## src/rtl/atriusb_bridge_arbiter_pkg.sv

```systemverilog
// Shared definitions for the FX2 IN-endpoint bridge arbiter: FSM state
// encodings, default packet/flush sizing and a constant-width helper.
package atriusb_bridge_pkg;

    localparam int DEF_PKT_BYTES     = 512;
    localparam int DEF_FLUSH_TIMEOUT = 4096;

    typedef enum logic [2:0] {
        ST_IDLE   = 3'd0,
        ST_GRANT  = 3'd1,
        ST_STREAM = 3'd2,
        ST_STALL  = 3'd3,
        ST_PKTEND = 3'd4
    } state_t;

    // Number of bits needed to index 'value' items (ceil(log2(value))).
    function automatic int clogb2(input int value);
        int result;
        result = 0;
        for (int i = 0; i < 31; i++) begin
            if ((32'd1 << i) < value) begin
                result = i + 1;
            end
        end
        return result;
    endfunction

endpackage

```

## src/rtl/atriusb_bridge_arbiter_if.sv

```systemverilog
// Source-side and FX2-writer-side signals of the bridge arbiter. The
// arbiter uses the slave view; whoever drives the sources and the FX2
// ready uses the master view.
interface atriusb_bridge_arbiter_if #(
    parameter int NSRC = 2
);
    logic [NSRC-1:0]   src_en_i;
    logic [NSRC-1:0]   src_pending_i;
    logic [8*NSRC-1:0] src_dat_i;
    logic [NSRC-1:0]   src_done_i;
    logic [NSRC-1:0]   src_rd_o;
    logic [7:0]        out_dat_o;
    logic              out_valid_o;
    logic              out_ready_i;
    logic              pktend_o;
    logic [1:0]        grant_o;
    logic              busy_o;

    modport slave (
        input  src_en_i, src_pending_i, src_dat_i, src_done_i, out_ready_i,
        output src_rd_o, out_dat_o, out_valid_o, pktend_o, grant_o, busy_o
    );

    modport master (
        output src_en_i, src_pending_i, src_dat_i, src_done_i, out_ready_i,
        input  src_rd_o, out_dat_o, out_valid_o, pktend_o, grant_o, busy_o
    );
endinterface

```

## src/rtl/atriusb_bridge_arbiter_rr_pick.sv

```systemverilog
// Combinational round-robin picker: first requesting index after 'last',
// wrapping, with 'last' itself taking lowest priority.
module atriusb_rr_pick #(
    parameter int NSRC = 2
) (
    input  logic [NSRC-1:0] req,
    input  logic [1:0]      last,
    output logic [1:0]      gnt_idx,
    output logic            any
);

    // Walk from farthest to nearest so the nearest requester after 'last' wins.
    always_comb begin
        // NOTE: outputs get defaults before the loop so every path assigns them and no latch is inferred.
        gnt_idx = 2'd0;
        any     = 1'b0;
        for (int k = NSRC; k >= 1; k--) begin
            if (req[(int'(last) + k) % NSRC]) begin
                gnt_idx = 2'((int'(last) + k) % NSRC);
                any     = 1'b1;
            end
        end
    end

endmodule

```

## src/rtl/atriusb_bridge_arbiter.sv

```systemverilog
// Round-robin arbiter sharing one FX2 IN-endpoint byte stream between up
// to four byte sources. One source owns the stream for a whole USB packet;
// short packets are committed with pktend on end of event or long stall.
module atriusb_bridge_arbiter
    import atriusb_bridge_pkg::*;
#(
    parameter int NSRC          = 2,
    parameter int PKT_BYTES     = DEF_PKT_BYTES,
    parameter int FLUSH_TIMEOUT = DEF_FLUSH_TIMEOUT
) (
    input  logic                     phy_clk_i,
    input  logic                     rst_n_i,
    atriusb_bridge_arbiter_if.slave  bus
);

    localparam int CW = clogb2(PKT_BYTES) + 1;

    state_t          r_state;
    logic [1:0]      r_sel;
    logic [1:0]      r_last;
    logic [CW-1:0]   r_byte_cnt;
    logic [15:0]     r_stall_cnt;

    logic [NSRC-1:0] w_req;
    logic [1:0]      w_pick;
    logic            w_any;
    logic [7:0]      w_sel_dat;
    logic            w_sel_pending;
    logic            w_sel_done;
    logic            w_valid;
    logic            w_xfer;
    logic [CW-1:0]   w_byte_cnt_nxt;

    assign w_req = bus.src_en_i & bus.src_pending_i;

    atriusb_rr_pick #(.NSRC(NSRC)) u_pick (
        .req     (w_req),
        .last    (r_last),
        .gnt_idx (w_pick),
        .any     (w_any)
    );

    // Select the granted source's byte, pending and done flags.
    always_comb begin
        w_sel_dat     = 8'h00;
        w_sel_pending = 1'b0;
        w_sel_done    = 1'b0;
        for (int n = 0; n < NSRC; n++) begin
            if (r_sel == 2'(n)) begin
                w_sel_dat     = bus.src_dat_i[8*n +: 8];
                w_sel_pending = bus.src_pending_i[n];
                w_sel_done    = bus.src_done_i[n];
            end
        end
    end

    // Stream outputs are combinational from registered state and the sources.
    always_comb begin
        w_valid        = (r_state == ST_STREAM) && w_sel_pending;
        w_xfer         = w_valid && bus.out_ready_i;
        w_byte_cnt_nxt = r_byte_cnt + CW'(w_xfer);
        bus.out_valid_o = w_valid;
        bus.out_dat_o   = w_valid ? w_sel_dat : 8'h00;
        bus.pktend_o    = (r_state == ST_PKTEND) && bus.out_ready_i;
        bus.src_rd_o    = '0;
        for (int n = 0; n < NSRC; n++) begin
            if (r_sel == 2'(n)) begin
                bus.src_rd_o[n] = w_xfer;
            end
        end
    end

    assign bus.grant_o = r_sel;
    assign bus.busy_o  = (r_state != ST_IDLE);

    // Packet FSM with byte and stall counters; re-arbitrates only in IDLE.
    always_ff @(posedge phy_clk_i or negedge rst_n_i) begin
        if (!rst_n_i) begin
            // NOTE: all state uses non-blocking assignments so every register samples pre-edge values.
            r_state     <= ST_IDLE;
            r_sel       <= 2'd0;
            r_last      <= 2'(NSRC - 1);
            r_byte_cnt  <= '0;
            r_stall_cnt <= 16'd0;
        end else begin
            case (r_state)
                ST_IDLE: begin
                    if (w_any) begin
                        r_sel   <= w_pick;
                        r_state <= ST_GRANT;
                    end
                end
                ST_GRANT: begin
                    r_byte_cnt  <= '0;
                    r_stall_cnt <= 16'd0;
                    r_state     <= ST_STREAM;
                end
                ST_STREAM: begin
                    r_byte_cnt <= w_byte_cnt_nxt;
                    if (w_xfer && (w_byte_cnt_nxt == CW'(PKT_BYTES))) begin
                        // Full packet: the FX2 commits it itself, a coincident done is absorbed.
                        r_last  <= r_sel;
                        r_state <= ST_IDLE;
                    end else if (w_sel_done) begin
                        if (w_byte_cnt_nxt != '0) begin
                            r_state <= ST_PKTEND;
                        end else begin
                            r_last  <= r_sel;
                            r_state <= ST_IDLE;
                        end
                    end else if (!w_sel_pending) begin
                        r_state <= ST_STALL;
                    end
                end
                ST_STALL: begin
                    if (r_stall_cnt != 16'hFFFF) begin
                        r_stall_cnt <= r_stall_cnt + 16'd1;
                    end
                    if (w_sel_pending) begin
                        r_stall_cnt <= 16'd0;
                        r_state     <= ST_STREAM;
                    end else if (w_sel_done) begin
                        if (r_byte_cnt != '0) begin
                            r_state <= ST_PKTEND;
                        end else begin
                            // Empty grant released: rotate past this source like any other release.
                            r_last  <= r_sel;
                            r_state <= ST_IDLE;
                        end
                    end else if (r_stall_cnt == 16'(FLUSH_TIMEOUT - 1)) begin
                        r_state <= ST_PKTEND;
                    end
                end
                ST_PKTEND: begin
                    if (bus.out_ready_i) begin
                        r_last  <= r_sel;
                        r_state <= ST_IDLE;
                    end
                end
                default: begin
                    r_state <= ST_IDLE;
                end
            endcase
        end
    end

endmodule

```

## src/flat_wrapper.sv

```systemverilog
// flat-port wrapper written by rule: the top's interface ports become plain ports
module atriusb_bridge_arbiter_flat import atriusb_bridge_pkg::*;
#(
    parameter int NSRC          = 2,
    parameter int PKT_BYTES     = DEF_PKT_BYTES,
    parameter int FLUSH_TIMEOUT = DEF_FLUSH_TIMEOUT
)
  (phy_clk_i, rst_n_i, bus_src_en_i, bus_src_pending_i, bus_src_dat_i, bus_src_done_i, bus_out_ready_i, bus_src_rd_o, bus_out_dat_o, bus_out_valid_o, bus_pktend_o, bus_grant_o, bus_busy_o);
  atriusb_bridge_arbiter_if #(.NSRC(NSRC)) bus_i ();
  input  logic phy_clk_i;
  input  logic rst_n_i;
  input wire logic [$bits(bus_i.src_en_i)-1:0] bus_src_en_i;
  input wire logic [$bits(bus_i.src_pending_i)-1:0] bus_src_pending_i;
  input wire logic [$bits(bus_i.src_dat_i)-1:0] bus_src_dat_i;
  input wire logic [$bits(bus_i.src_done_i)-1:0] bus_src_done_i;
  input wire logic [$bits(bus_i.out_ready_i)-1:0] bus_out_ready_i;
  output wire logic [$bits(bus_i.src_rd_o)-1:0] bus_src_rd_o;
  output wire logic [$bits(bus_i.out_dat_o)-1:0] bus_out_dat_o;
  output wire logic [$bits(bus_i.out_valid_o)-1:0] bus_out_valid_o;
  output wire logic [$bits(bus_i.pktend_o)-1:0] bus_pktend_o;
  output wire logic [$bits(bus_i.grant_o)-1:0] bus_grant_o;
  output wire logic [$bits(bus_i.busy_o)-1:0] bus_busy_o;
  assign bus_i.src_en_i = bus_src_en_i;
  assign bus_i.src_pending_i = bus_src_pending_i;
  assign bus_i.src_dat_i = bus_src_dat_i;
  assign bus_i.src_done_i = bus_src_done_i;
  assign bus_i.out_ready_i = bus_out_ready_i;
  assign bus_src_rd_o = bus_i.src_rd_o;
  assign bus_out_dat_o = bus_i.out_dat_o;
  assign bus_out_valid_o = bus_i.out_valid_o;
  assign bus_pktend_o = bus_i.pktend_o;
  assign bus_grant_o = bus_i.grant_o;
  assign bus_busy_o = bus_i.busy_o;
  atriusb_bridge_arbiter #(.NSRC(NSRC), .PKT_BYTES(PKT_BYTES), .FLUSH_TIMEOUT(FLUSH_TIMEOUT)) u_core (.phy_clk_i(phy_clk_i), .rst_n_i(rst_n_i), .bus(bus_i));
endmodule
```

## config.mk

```make
export PLATFORM = sky130hd
export DESIGN_NAME = atriusb_bridge_arbiter_flat
export DESIGN_NICKNAME = d
export VERILOG_FILES = /design/src/rtl/atriusb_bridge_arbiter_pkg.sv /design/src/rtl/atriusb_bridge_arbiter_if.sv /design/src/rtl/atriusb_bridge_arbiter_rr_pick.sv /design/src/rtl/atriusb_bridge_arbiter.sv /design/src/flat_wrapper.sv
export SDC_FILE = /design/constraint.sdc
export NUM_CORES = 1
export LEC_CHECK = 0
export BUFFER_PORTS_ARGS = -buffer_cell sky130_fd_sc_hd__buf_2
export CORE_MARGIN = 4
export CORE_UTILIZATION = 59
export DETAILED_ROUTE_END_ITERATION = 6
export PLACE_DENSITY = 0.87
export SLEW_MARGIN = 20
export SYNTH_ARGS = -nofsm -noshare
export SYNTH_HDL_FRONTEND = slang
export SYNTH_SLANG_ARGS = --single-unit
```

## constraint.sdc

```tcl
create_clock -name phy_clk_i -period 4.25 [get_ports phy_clk_i]
set_input_delay 0.2125 -clock phy_clk_i [delete_from_list [all_inputs] [get_ports phy_clk_i]]
set_output_delay 0.2125 -clock phy_clk_i [all_outputs]
set_load 0.02 [all_outputs]
```

* Word-level counts from Yosys, hierarchy flattened
Cells that the tools add are included.
Storage, ports and cells: register bits 32, input bits 25, output and inout bits 15, word-level logic and storage cells 90
Cells by class: add/subtract/negate cells 4, order comparisons 2, equal/unequal tests 18, mux-type cells 42, bitwise operators 3, reduce and logical (&&, ||, !) cells 16
Operator list (count):
- 16-bit two-way mux | 2
- 16-bit one-hot mux with 2 select lines | 1
- 3-bit two-way mux | 10
- 8-bit two-way mux | 3
- 1-bit two-way mux | 21
- 10-bit one-hot mux with 2 select lines | 1
- 10-bit nonzero test | 2
- 16-bit by 1-bit adder with 16-bit output, second input constant | 1
- 16-bit by 12-bit equality test with 1-bit output, second input constant | 1
- 16-bit inequality test, second input constant | 1
- 3-bit one-hot mux with 5 select lines | 1
- 10-bit by 1-bit adder with 10-bit output | 1
- 10-bit equality test, second input constant | 1
- 2-bit inequality test, second input constant | 4
- 7-bit AND reduction | 1
- 3-bit by 2-bit equality test with 1-bit output, second input constant | 2
- 2-bit by 3-bit less-than comparator with 1-bit output, second input constant | 2
- 3-bit nonzero test | 2
- 1-bit logical AND | 4
- 2-bit two-way mux | 2
- 4-bit by 1-bit inequality test with 1-bit output, second input constant | 1
- 4-bit inequality test, second input constant | 1
- 2-bit AND reduction | 2
- 4-bit AND reduction | 1
- other kinds (14) | 17

* Longest topological paths before layout
Gate-level depths: netlist (run 1).
word-level depth 11, gate-level depth with buffers 13, mapped depth without buffers 11

* Cells and area by module
Synthesis (run 1) repeated with hierarchy kept, for this count alone.
Second synthesis, totals: cell total of the unflattened synthesis 279, area, all modules 2248.4 µm²
By module, submodules not included:
- atriusb_bridge_arbiter | instances 1, cells an instance 275, area each 2223.4 µm², seq. area each 827.0 µm²
- atriusb_rr_pick | instances 1, cells an instance 4, area each 25.0 µm², seq. area each 0.0 µm²

* Worst setup path after synthesis (run 1)
No wires, ideal clock.
path kind register -> register, from reg u_core.r_sel[0] (netlist: u_core.bus.grant_o[0]), to reg u_core.r_last[0], library setup time 0.085 ns, arrival time 2.770 ns, required time 4.165 ns, setup slack 1.395 ns, cell stages (with the launch flop) 14, buffers on the path 2, period minus slack after synthesis 2.855 ns, cell sequence dfrtp_1 -> buf_2 -> mux2_4 -> nand2_1 -> nor2_1 -> ha_1 -> ha_1 -> buf_2 -> xnor2_1 -> nand4_1 -> a221oi_2 -> nand4_1 -> a21oi_1 -> mux2_1
On the way: cells in the longest elaborated chain, start to end 10, elaborated cells between the ends (all ways) 25, those cells by class add/sub (1); eq/ne (6); mux (12); reduce/logical (6)
RTL lines:
- start: declaration | RTL line atriusb_bridge_arbiter.sv:19 | logic [1:0] r_sel;
- start signal: assignment | RTL line atriusb_bridge_arbiter.sv:89 | r_sel <= w_pick;
- 2-bit logical NOT | RTL line atriusb_bridge_arbiter.sv:49 | if (r_sel == 2'(n)) begin
- 1-bit two-way mux (2 in series) | RTL line atriusb_bridge_arbiter.sv:49
- 1-bit logical AND | RTL line atriusb_bridge_arbiter.sv:59 | w_valid = (r_state == ST_STREAM) && w_sel_pending;
- 1-bit logical AND | RTL line atriusb_bridge_arbiter.sv:60 | w_xfer = w_valid && bus.out_ready_i;
- 10-bit by 1-bit adder with 10-bit output | RTL line atriusb_bridge_arbiter.sv:61 | w_byte_cnt_nxt = r_byte_cnt + CW'(w_xfer);
- 10-bit equality test | RTL line atriusb_bridge_arbiter.sv:100 | if (w_xfer && (w_byte_cnt_nxt == CW'(PKT_BYTES))) begin
- 1-bit logical AND | RTL line atriusb_bridge_arbiter.sv:100
- 3-bit by 2-bit inequality test with 1-bit output (no line) (tied with other cells)
- 7-bit AND reduction (no line) or 1-bit one-hot mux with 3 select lines (tied branches)
- end signal: assignment | RTL line atriusb_bridge_arbiter.sv:102 | r_last <= r_sel;
- end signal: assignment | RTL line atriusb_bridge_arbiter.sv:108 | r_last <= r_sel;
- end signal: assignment | RTL line atriusb_bridge_arbiter.sv:127 | r_last <= r_sel;
- end: declaration | RTL line atriusb_bridge_arbiter.sv:20 | logic [1:0] r_last;
Parallel ways exist; a longest one is shown, timed or not. The select of a mux whose other input is x is not followed. A chain may end at the register's enable or synchronous reset.

* Worst setup path in the final report (run 1)
Ends and elaborated chain as after synthesis.

==> metrics.txt, run 1 <==
status finished clean; worst endpoint data arrival time 3.77 ns; Die Footprint 0.00464 sq mm; global-route wire length before repair approximately 8.6 mm; post-layout minimum cycle time 3.51 ns; average cell area after synthesis 8.31 sq um; # resized after CTS 0; final worst-path cycle share 82.5%; number of synthesis warnings 0; Syn Inst Count 257; post-detailed-route DRC marker count 0; FF+latch area roughly 800 sq um; non-filler cells in the finished layout 340; initial core utilization 62.5%; Cell Pwr Density 440 mW/mm^2; total placed cells including tap cells roughly 330; number of clock buffers inserted by TritonCTS 5; number of global-route vias before repair ~1,900; path type of the worst min-delay path primary input to flip-flop; post-synth cell types 54; worst rel slew slack 54.2%; placed wire-length estimate after detailed placement 3.56 mm; count of buffers inserted at the top-level ports 38; Highest Clock Rate ~0.29 GHz; Fin. Hold Viols 0; routed wire length 4.79 mm; register bit total from synthesis 31; Sum Neg Setup Slack 0 ns; Worst Setup Path Type flip-flop to flip-flop; number of post-CTS setup repair buffers 0; detailed-router iteration count before antenna repair 4; filler cell count 287; via density per instance just under 6; final weighted congestion in routability-driven placement 0.901; Routed Antenna Nets 0; via count of the routed design 2,000; routed length on met2 2.14 mm; count of flip-flops with a built-in enable after synthesis 0; GR Util All Layers between 20% and 30%; routed wirelength normalized by instance count between 10 and 15 microns; largest vdd supply drop 369 uV; share of synthesized flip-flops with an asynchronous set or reset between 90% and 100%; met1 layer wirelength in the final routing 2.25 mm; worst slew pin tran 0.687 ns; layout cells sized above 1 21.1%; count of H-tree levels built during CTS 2; Cell Rows 21; Net Count, Synth 285; Reg clk slew, reported paths 0.09 ns; CP Capture Type flip-flop; floorplan die width ~68 microns; maximum number of pins on one net before global-route repair 32; total congestion overflow 0; predominant post-synthesis flop cell sky130_fd_sc_hd__dfrtp_1; multi-input logic area 0.00129 sq mm; initial antenna violation count 0; Core Area approximately 0.0034 sq mm; final-stage net count 321; setup repair after global routing missed its margin no; sequential-to-total area share from yosys stat a little over a third; CTS tree done; topmost layer with routed signal wires met4; final number of max-transition violations 0; Sinks on Clock Net 31; area added between synthesis and finish 12.7%; Fin Clk Skew approximately 0.0088 ns; count of final setup violators 0; Final Hold Slack 0.156 ns; total I/O pin count 40; top fanout value on the critical path 16; number of buffers between clock root and the deepest sink 2; met3 WL 345 microns; Clk Latency, worst-skew pair ~0.34 ns; mapped cell area 0.00213 sq mm; CTS Hold Bufs 1; count of inserted antenna diode cells 0; required time reported for the critical path endpoint 4.52 ns; number of violations of the max-capacitance limit 0; vertical die dimension roughly 68 microns; Clock Tree Root sky130_fd_sc_hd__clkbuf_4; startpoint class of the critical path flip-flop; initial drt markers roughly 120; leakage power figure roughly 1.1 nW
[metrics by stage]
| step | util [%] | setup slack [ns] | area [sq um] | power (mW) |
|---|---|---|---|---|
| final | 70.4 | 0.743 | 2400 | 1.06 |
| after floorplan | - | 1.40 | 2130 | 0.763 |
| after detailed placement | 68.5 | 0.815 | 2340 | 0.890 |
| after CTS | 70.4 | 0.776 | 2400 | 1.06 |
| after global routing | 70.4 | 0.508 | 2400 | 1.15 |
| after global placement | 68.5 | 0.898 | 2340 | 0.878 |
[power by group]
group          internal [mW]  switching, mW
logic                  0.186          0.317
registers              0.326         0.0601
clock network         0.0637          0.106
[critical path, cell delays in order (launching register included)]
cell,delay (ns)
sky130_fd_sc_hd__dfrtp_1,0.76
sky130_fd_sc_hd__mux2_4,0.31
sky130_fd_sc_hd__nand2_1,0.24
sky130_fd_sc_hd__nor2_1,0.24
sky130_fd_sc_hd__ha_1,0.29
sky130_fd_sc_hd__nand3_2,0.17
sky130_fd_sc_hd__nor4_4,0.43
sky130_fd_sc_hd__mux2i_1,0.33
sky130_fd_sc_hd__nand4_1,0.13
sky130_fd_sc_hd__a21oi_1,0.19
sky130_fd_sc_hd__mux2_1,0.35
[synthesized netlist by cell type, drive strengths merged, types with 4 or more instances]
cell	instances	area share (%)
and3	6	1.8
o21ai	25	5.9
o31ai	5	1.8
inv	5	0.88
nor2	37	6.5
dfrtp	30	35
xor2	7	2.9
nand2b	4	1.2
a31oi	5	1.5
buf	6	1.4
nor3	8	2.3
clkbuf	5	0.88
a21oi	12	3.0
nand4	10	2.9
mux2i	11	5.2
nand2	29	5.2
nand3	9	2.3
[layout by cell type (no fill, tap or decap), types with 2 or more instances in the layout]
cell                       instances
sky130_fd_sc_hd__buf_2            38
sky130_fd_sc_hd__nor2_1           37
sky130_fd_sc_hd__dfrtp_1          30
sky130_fd_sc_hd__nand2_1          28
sky130_fd_sc_hd__o21ai_0          25
sky130_fd_sc_hd__mux2i_1          11
sky130_fd_sc_hd__a21oi_1          11
sky130_fd_sc_hd__nand4_1          10
sky130_fd_sc_hd__nand3_1           8
sky130_fd_sc_hd__xor2_1            7
sky130_fd_sc_hd__nor3_1            6
sky130_fd_sc_hd__inv_1             5
sky130_fd_sc_hd__and3_1            5
sky130_fd_sc_hd__a31oi_1           5
sky130_fd_sc_hd__o31ai_1           5
sky130_fd_sc_hd__clkbuf_4          5
sky130_fd_sc_hd__nand2b_1          4
sky130_fd_sc_hd__a22o_1            3
sky130_fd_sc_hd__xnor2_1           3
sky130_fd_sc_hd__ha_1              3
sky130_fd_sc_hd__or3_1             2
sky130_fd_sc_hd__or2_2             2
sky130_fd_sc_hd__nor3_2            2
sky130_fd_sc_hd__and2_1            2
sky130_fd_sc_hd__nor4_1            2
sky130_fd_sc_hd__a311o_1           2
sky130_fd_sc_hd__a41oi_1           2
sky130_fd_sc_hd__o41ai_1           2
[worst paths after layout]
check / depth (start not counted) / slack (ns) / start / to
max in group asynchronous: 2 / 3.37 / rst_n_i / u_core.r_stall_cnt[1]
min in group asynchronous: 2 / 0.42 / rst_n_i / u_core.r_stall_cnt[10]
worst min register to register: 1 / 0.50 / u_core.r_stall_cnt[6] / u_core.r_stall_cnt[6]
worst min-delay path: 4 / 0.16 / bus_src_en_i[0] / u_core.bus.grant_o[0]
worst max-delay path: 10 / 0.74 / u_core.bus.grant_o[0] / u_core.r_last[0]
worst max register to register: 10 / 0.74 / u_core.bus.grant_o[0] / u_core.r_last[0]
[metal layers]
layer / global-route usage, % / vias up
met3: 6.90 / 5
met1: 35.6 / 909
met5: 0 / -
met2: 35.3 / 77
li1: - / 1009
met4: 8.93 / 0
[flip-flops by register name, indices dropped and copies added, names as in the netlist]
name	cells
u_core.r_stall_cnt	16
u_core.r_byte_cnt	10
u_core.r_state	3
u_core.bus.grant_o	1
u_core.r_last	1
[logic make-up (layout without fill, tap and decap cells)]
group           after synthesis  in the layout  share of synthesized area (%)
flops                        31             31                           36.4
mux                          14             14                           6.92
fa+ha+maj                     3              3                           1.76
compound gates               65             65                           20.0
simple gates                117            117                           27.5
xor+xnor                     10             10                           4.10
other cells                   1              1                          0.176
buf+inv                      16             53                           3.17
[layout make-up]
type	instances	area share, %
multi-input cells	210	53.6
clock inverters	2	0.520
well taps	46	2.39
inverters	5	0.780
clock buffers	6	1.72
repair buffers	40	8.64
flip-flops and latches	31	32.3
(Power assumes the default switching activity.)
==> run 2, diff against run 1 <==
--- a/config.mk
+++ b/config.mk
@@ -7,9 +7,9 @@
 export LEC_CHECK = 0
 export BUFFER_PORTS_ARGS = -buffer_cell sky130_fd_sc_hd__buf_2
 export CORE_MARGIN = 4
-export CORE_UTILIZATION = 59
+export CORE_UTILIZATION = 56
 export DETAILED_ROUTE_END_ITERATION = 6
-export PLACE_DENSITY = 0.87
+export PLACE_DENSITY = 0.83
 export SLEW_MARGIN = 20
 export SYNTH_ARGS = -nofsm -noshare
 export SYNTH_HDL_FRONTEND = slang
==> constraint.sdc (replaced) <==
create_clock -name phy_clk_i -period 3.25 [get_ports phy_clk_i]
set_input_delay 0.1625 -clock phy_clk_i [delete_from_list [all_inputs] [get_ports phy_clk_i]]
set_output_delay 0.1625 -clock phy_clk_i [all_outputs]
set_load 0.02 [all_outputs]
==> run 2 against run 1 <==
Against the previous run: cell area increased by 3.5%; critical path depth stayed put; global-route usage is 2.3 points lower; via count grew 2.7%; non-clock buffer count is 2 higher; clock skew fell by 0.0030 ns; cell count rose by 1.2%; worst hold slack better by 0.0073 ns; sequential power up 24%; largest cell class unchanged; largest power group unchanged.
==> metrics.txt, run 2 (synthesis results as in run 1) <==
largest stage delay on the critical path 0.47 ns (-0.29 ns); post-detailed-route DRC marker count 0 (unchanged); Sinks on Clock Net 31 (unchanged); status finished clean; Reg clk slew, reported paths 0.06 ns (-0.03 ns); count of H-tree levels built during CTS 2 (unchanged); Die Footprint 0.00486 sq mm (+4.7%); path type of the worst min-delay path primary input to flip-flop; slowest stage cell, crit path sky130_fd_sc_hd__dfrtp_1; fraction of met3 tracks used by global routing 6.81% (-0.085 points); Routed Antenna Nets 0 (unchanged); placed inst area 0.00236 sq mm (+0.75%); leading registers by flop count u_core.r_stall_cnt: 16 flops, u_core.r_byte_cnt: 10 flops, u_core.r_state: 3 flops; worst slew pin tran 0.689 ns (+0.00285 ns); detailed-router iteration count before antenna repair 4 (unchanged); initial drt markers 251 (+120%); Final Instance Area 0.00249 sq mm (+3.5%); largest vdd supply drop 525 uV (+42%); most common cell after layout, fill and taps aside sky130_fd_sc_hd__buf_2; setup repair after global routing missed its margin no; required time reported for the critical path endpoint 3.47 ns (-1.05 ns); layout cells sized above 1 22.3% (+1.2 points); placed wire-length estimate after detailed placement 3.58 mm (+0.47%); CTS tree done; worst rel slew slack 54.0% (-0.19 points); register name with the most flops u_core.r_stall_cnt; count of inserted antenna diode cells 0 (unchanged); Clock Tree Root sky130_fd_sc_hd__clkbuf_8; area added between synthesis and finish 16.6%; clock network fraction of total power 25.4% (+9.4 points); vertical die dimension 69.7 microns (+2.3%); GR Util All Layers 22.4% (-2.3 points); Clk Latency, worst-skew pair 0.30 ns (-0.04 ns); count of final setup violators 0 (unchanged); final standard cell utilization of the core 68.0% (-2.4 points); GR met1 Demand/Resource 29.2% (-6.4 points); maximum number of pins on one net before global-route repair 32 (unchanged); portion of total power attributed to combinational logic 44.2% (-3.3 points); initial core utilization 58.3% (-4.2 points); final number of max-transition violations 0 (unchanged); met2 track utilization from global routing 33.6% (-1.7 points); Fin. Hold Viols 0 (unchanged); routed wire length 4.98 mm (+4.0%); start of the worst register-to-register path u_core.r_state[2]; ordered list of cells on the worst path nor3b_1 -> nand2_1 -> nor2_1 -> ha_1 -> nand3_2 -> nor4_4 -> mux2i_1 -> nand4_1 -> a21oi_1 -> mux2_1; Final Hold Slack 0.163 ns (+0.00727 ns); count of buffers inserted at the top-level ports 38 (unchanged); Fin Clk Skew 0.00576 ns (-0.00300 ns); routed wirelength normalized by instance count 14.5 microns (+2.8%); sequential power share 30.4% (-6.1 points); post-layout minimum cycle time 2.99 ns (-0.519 ns); switching portion of total power 40.9% (-4.7 points); number of violations of the max-capacitance limit 0 (unchanged); highest-utilization routing layer at the global route stage met2; Cell Rows 22 (+4.8%); total congestion overflow 0 (unchanged); worst endpoint data arrival time 3.21 ns (-0.56 ns); top fanout value on the critical path 9 (-7); via count of the routed design 2,053 (+2.7%); Internal 930 uW (+62%); Highest Clock Rate 0.335 GHz (+17%); final weighted congestion in routability-driven placement 0.916 (+1.6%); number of buffer and inverter instances along the worst setup path 0 (unchanged); startpoint of the worst setup timing path u_core.r_state[2]; net load switching power 645 uW (+33%); Sum Neg Setup Slack 0 ns (unchanged); initial antenna violation count 0 (unchanged); final-stage net count 323 (+0.62%); Worst Hold Launch bus_src_en_i[0]; number of buffers between clock root and the deepest sink 2 (unchanged); leakage power figure 1.17 nW (+3.4%); startpoint class of the critical path flip-flop; Core Area 0.00366 sq mm (+7.2%); total I/O pin count 40 (unchanged); flip-flop count of the largest register after layout 16 (unchanged); dominant delay contributor by cell family on the critical path simple AND/OR/NAND/NOR gates; number of global-route vias before repair 2,040 (+7.7%); via density per instance 5.97 (+1.5%); CP Capture Type flip-flop; final worst-path cycle share 91.9% (+9.4 points); floorplan die width 69.7 microns (+2.3%); most used cells in the layout excluding fill and tap cells sky130_fd_sc_hd__buf_2, sky130_fd_sc_hd__nor2_1, sky130_fd_sc_hd__dfrtp_1; global-route wire length before repair 8.94 mm (+4.2%); number of clock buffers inserted by TritonCTS 5 (unchanged); Worst Setup Path Type flip-flop to flip-flop; Cell Pwr Density 633 mW/mm^2 (+44%)
==> run 2: worst reg2reg max path: stages (launching register included) <==
cell and delay (ns):
sky130_fd_sc_hd__dfrtp_1 0.47, sky130_fd_sc_hd__nor3b_1 0.29, sky130_fd_sc_hd__nand2_1 0.11, sky130_fd_sc_hd__nor2_1 0.15
sky130_fd_sc_hd__ha_1 0.28, sky130_fd_sc_hd__nand3_2 0.17, sky130_fd_sc_hd__nor4_4 0.44, sky130_fd_sc_hd__mux2i_1 0.35
sky130_fd_sc_hd__nand4_1 0.15, sky130_fd_sc_hd__a21oi_1 0.19, sky130_fd_sc_hd__mux2_1 0.33
==> run 2: layout make-up <==
| cell class | instances | area [sq um] |
|---|---|---|
| clock buffers | 6 | 82.6 |
| clock inverters | 2 | 35.0 |
| fillers | 276 | 1170 |
| inverters | 5 | 18.8 |
| multi-input cells | 210 | 1290 |
| flip-flops and latches | 31 | 777 |
| well taps | 48 | 60.1 |
| repair buffers | 42 | 223 |
==> run 2: routing by layer <==
metal,vias up,wire [microns]
li1,1012,-
met1,943,2280
met2,85,2200
met3,13,388
met4,0,111
met5,-,0
==> run 2: metrics by stage <==
stage               setup WS (ns)  cells  total power, mW
floorplan                   0.395    257            0.998
global placement            0.451    335             1.16
detailed placement          0.288    335             1.18
CTS                         0.260    344             1.58
global route               0.0309    344             1.69
finish                      0.262    344             1.58
==> run 2: worst paths after layout <==
check	end	slack (ns)	depth (start not counted)
max	u_core.r_last[0]	0.26	10
min	u_core.bus.grant_o[0]	0.16	4
max reg2reg	u_core.r_last[0]	0.26	10
min reg2reg	u_core.r_stall_cnt[6]	0.48	1
max in group asynchronous	u_core.r_state[1]	2.37	2
min in group asynchronous	u_core.r_stall_cnt[2]	0.44	2
==> run 2: power groups by stage <==
stage | Clock (mW) | Sequential [mW] | Combinational (mW)
2_1_floorplan | 0 | 0.477 | 0.521
3_3_place_gp | 0 | 0.479 | 0.684
3_5_place_dp | 0 | 0.483 | 0.694
4_1_cts | 0.404 | 0.477 | 0.696
5_1_grt | 0.423 | 0.485 | 0.780
6_report | 0.401 | 0.479 | 0.695
==> run 2: repair_timing <==
action | 4_1_cts | 5_1_grt
hold buffers | 1 | 0
hold endpoints to repair | 30 | 0
setup endpoints to repair | 0 | 1
gates resized for setup | 0 | 1
buffers inserted | 0 | 0
==> run 3, diff against run 2 <==
--- a/config.mk
+++ b/config.mk
@@ -5,6 +5,7 @@
 export SDC_FILE = /design/constraint.sdc
 export NUM_CORES = 1
 export LEC_CHECK = 0
+export ABC_AREA = 1
 export BUFFER_PORTS_ARGS = -buffer_cell sky130_fd_sc_hd__buf_2
 export CORE_MARGIN = 4
 export CORE_UTILIZATION = 56
==> run 3 against run 2 <==
Against the previous run: utilization barely moved; critical endpoint unchanged; critical path depth increased by 9; synthesized cell count is 25% higher; area after synthesis rose by 5.2%; global-route usage fell by 0.32 points; cell count grew 20%; clock power is 13% lower; critical path type unchanged; first-iteration DRC count decreased by 29%; clock skew barely moved.
==> metrics.txt, run 3 <==
CP Capture Type flip-flop; post-layout power 1.56 mW (-0.74%); worst rel slew slack 53.3% (-0.76 points); final number of max-transition violations 0 (unchanged); CTS tree done; Worst Setup Path Type flip-flop to flip-flop; final worst-path cycle share 87.2% (-4.7 points); worst endpoint data arrival time 3.06 ns (-0.15 ns); count of inserted antenna diode cells 0 (unchanged); required time reported for the critical path endpoint 3.48 ns (about the same); share of synthesized flip-flops with an asynchronous set or reset 100% (unchanged); most area-consuming cells after synthesis sky130_fd_sc_hd__dfrtp_1, sky130_fd_sc_hd__nand2_1, sky130_fd_sc_hd__inv_1; top fanout value on the critical path 15 (+6); number of synthesis warnings 0 (unchanged); leakage power figure 1.30 nW (+11%); # resized after CTS 0 (unchanged); count of flip-flops with a built-in enable after synthesis 0 (unchanged); placed inst area 0.00245 sq mm (+3.9%); Fin. Hold Viols 0 (unchanged); count of H-tree levels built during CTS 2 (unchanged); register name with the most flops u_core.r_stall_cnt; total I/O pin count 40 (unchanged); adder and majority cell fraction of the synthesized area 1.67% (-0.087 points); status finished clean; mapped cell area 0.00225 sq mm (+5.2%); Fin Clk Skew 0.00622 ns (+0.000462 ns); count of final setup violators 0 (unchanged); number of violations of the max-capacitance limit 0 (unchanged); register-to-register setup slack 0.42 ns (+0.15 ns); GR met1 Demand/Resource 30.4% (+1.2 points); average cell area after synthesis 6.97 sq um (-16%); Reg clk slew, reported paths 0.07 ns (about the same); total congestion overflow 0 (unchanged); GR Util All Layers 22.1% (-0.32 points); depth of the most critical reg-to-reg path 19 (+9); final weighted congestion in routability-driven placement 0.973 (+6.3%); Syn Inst Count 322 (+25%); Sinks on Clock Net 31 (unchanged); sequential-to-total area share from yosys stat 34.6% (-1.8 points); post-synth cell types 35 (-35%); met2 track utilization from global routing 34.0% (+0.40 points); worst slew pin tran 0.701 ns (+0.0114 ns); CTS Hold Bufs 1 (unchanged); leading registers by flop count u_core.r_stall_cnt: 16 flops, u_core.r_byte_cnt: 10 flops, u_core.r_state: 3 flops; routed wire length 5.40 mm (+8.3%); number of post-CTS setup repair buffers 0 (unchanged); predominant post-synthesis flop cell sky130_fd_sc_hd__dfrtp_1; fraction of met3 tracks used by global routing 5.19% (-1.6 points); setup repair after global routing missed its margin no; post-detailed-route DRC marker count 0 (unchanged); global-route wire length before repair 9.07 mm (+1.5%); fraction of synthesized area in multiplexers 0% (-6.9 points); routed wirelength normalized by instance count 13.1 microns (-9.5%); Synth Area in Compound Gates 13.3% (-6.7 points); count of buffers inserted at the top-level ports 38 (unchanged); largest vdd supply drop 323 uV (-38%); Hold Crit Depth 4 (unchanged); Highest Clock Rate 0.353 GHz (+5.4%); number of clock buffers inserted by TritonCTS 5 (unchanged); cell type contributing the most total cell area after synthesis sky130_fd_sc_hd__dfrtp_1; Clk Latency, worst-skew pair 0.29 ns (about the same); startpoint class of the critical path flip-flop; final-stage net count 391 (+21%); highest-utilization routing layer at the global route stage met2; Worst Hold Launch bus_out_ready_i; initial core utilization 59.6% (+1.3 points); Routed Antenna Nets 0 (unchanged); initial antenna violation count 0 (unchanged); placed wire-length estimate after detailed placement 3.99 mm (+11%); fraction of synthesized cell area in xor and xnor cells 1.95% (-2.2 points); via count of the routed design 2,247 (+9.4%); initial drt markers 177 (-29%); top post-synthesis cells by count sky130_fd_sc_hd__nand2_1, sky130_fd_sc_hd__inv_1, sky130_fd_sc_hd__dfrtp_1; area added between synthesis and finish 14.2%; number of buffers between clock root and the deepest sink 2 (unchanged); floorplan die width 71.3 microns (+2.3%); endpoint with the worst hold slack u_core.r_state[2]; most used cells in the layout excluding fill and tap cells sky130_fd_sc_hd__nand2_1, sky130_fd_sc_hd__inv_1, sky130_fd_sc_hd__buf_2; vertical die dimension 71.3 microns (+2.3%); Die Footprint 0.00509 sq mm (+4.6%); fraction of synthesized cell area taken by the top area cell type 33.4% (-1.7 points); Core Area 0.00377 sq mm (+3.0%); path type of the worst min-delay path primary input to flip-flop; post-layout minimum cycle time 2.83 ns (-0.154 ns); flip-flop count of the largest register after layout 16 (unchanged); Cell Rows 22 (unchanged); detailed-router iteration count before antenna repair 4 (unchanged); worst r2r dst u_core.r_last[0]; Clock Tree Root sky130_fd_sc_hd__clkbuf_8; filler cell count 320 (+16%); maximum number of pins on one net before global-route repair 32 (unchanged); Sum Neg Setup Slack 0 ns (unchanged); number of global-route vias before repair 2,070 (+1.5%); register bit total from synthesis 31 (unchanged); Final Hold Slack 0.158 ns (-0.00508 ns); Net Count, Synth 350 (+23%); via density per instance 5.45 (-8.6%); most common cell after layout, fill and taps aside sky130_fd_sc_hd__nand2_1; start of the worst register-to-register path u_core.bus.grant_o[0]; top-count cell post-synth sky130_fd_sc_hd__nand2_1; layout cells sized above 1 22.5% (+0.23 points); Final Instance Area 0.00256 sq mm (+3.1%); largest family of logic cells by synthesized area simple AND/OR/NAND/NOR gates; Cell Pwr Density 609 mW/mm^2 (-3.7%); area share of and/or/nand/nor cells after synthesis 37.9% (+10 points)
==> run 3: changes by cell type after synthesis, moves of 6 or more <==
cell / previous run / this run
sky130_fd_sc_hd__nand3_1: 8 / 23
sky130_fd_sc_hd__o21ai_0: 25 / 10
sky130_fd_sc_hd__inv_1: 5 / 41
sky130_fd_sc_hd__inv_2: 0 / 8
sky130_fd_sc_hd__a21oi_1: 11 / 22
sky130_fd_sc_hd__nor2_1: 37 / 28
sky130_fd_sc_hd__mux2i_1: 11 / 0
sky130_fd_sc_hd__nand2_1: 28 / 85
sky130_fd_sc_hd__nor2_2: 0 / 6
==> run 3: layer usage <==
metal	routed length [microns]	share of wire [%]
met1	2470	46
met2	2390	44
met3	459	8.5
met4	74	1.4
met5	0	0
==> run 3: power by group <==
group          switching (mW)  leakage, nW  internal (mW)  total, mW
Sequential             0.0603        0.424          0.428      0.488
Clock                   0.154       0.0505          0.193      0.347
Combinational           0.516        0.828          0.212      0.728
Total                   0.731         1.30          0.833       1.56
==> run 3: how the worst max path moves through the flow <==
stage,end,from,cells past startpoint
global route,u_core.r_last[0],u_core.bus.grant_o[0],19
global placement,u_core.r_last[0],u_core.bus.grant_o[0],19
detailed placement,u_core.r_last[0],u_core.bus.grant_o[0],19
floorplan,u_core.r_last[0],u_core.bus.grant_o[0],17
CTS,u_core.r_state[1],u_core.bus.grant_o[0],19
finish,u_core.r_last[0],u_core.bus.grant_o[0],19
==> run 3: cells by family after synthesis <==
family | after synthesis
AOI/OAI and AO/OA | 52
DFF | 31
and+or+nand+nor | 175
other | 1
xor gates and xnor gates | 5
buffers and inverters | 55
adders and majority gates | 3
==> run 3: layout make-up <==
class                      count  area [sq um]  share of cell area (%)
multi-input combinational    236          1230                    48.1
clock inverter                 1          7.51                   0.293
clock buffer                   7          96.3                    3.76
inverter                      50           190                    7.41
tap                           48          60.1                    2.34
sequential                    31           777                    30.3
timing repair buffer          39           200                    7.80
==> run 3: through the flow <==
| step | setup slack [ns] | std cells | util [%] |
|---|---|---|---|
| 2_1_floorplan | 0.934 | 322 | - |
| 3_3_place_gp | 0.610 | 403 | 65.0 |
| 3_5_place_dp | 0.472 | 403 | 65.0 |
| 4_1_cts | 0.453 | 412 | 68.0 |
| 5_1_grt | 0.113 | 412 | 68.0 |
| 6_report | 0.416 | 412 | 68.0 |
==> run 3: critical path, cell delays in order, from the launching register on <==
cell and delay [ns]:
sky130_fd_sc_hd__dfrtp_1 0.53, sky130_fd_sc_hd__inv_2 0.22, sky130_fd_sc_hd__nand2_1 0.08, sky130_fd_sc_hd__nand2_2 0.12, sky130_fd_sc_hd__nand2_4 0.13, sky130_fd_sc_hd__nor2_8 0.12, sky130_fd_sc_hd__ha_1 0.21, sky130_fd_sc_hd__ha_1 0.23
sky130_fd_sc_hd__nand2_1 0.10, sky130_fd_sc_hd__nor2_2 0.14, sky130_fd_sc_hd__nand3_1 0.08, sky130_fd_sc_hd__nand2_1 0.11, sky130_fd_sc_hd__nand3_1 0.09, sky130_fd_sc_hd__nor2_2 0.12, sky130_fd_sc_hd__nand2_2 0.08, sky130_fd_sc_hd__nand3_1 0.12
sky130_fd_sc_hd__nand2_2 0.08, sky130_fd_sc_hd__nor2_2 0.08, sky130_fd_sc_hd__nand2_1 0.05, sky130_fd_sc_hd__nand2_1 0.08
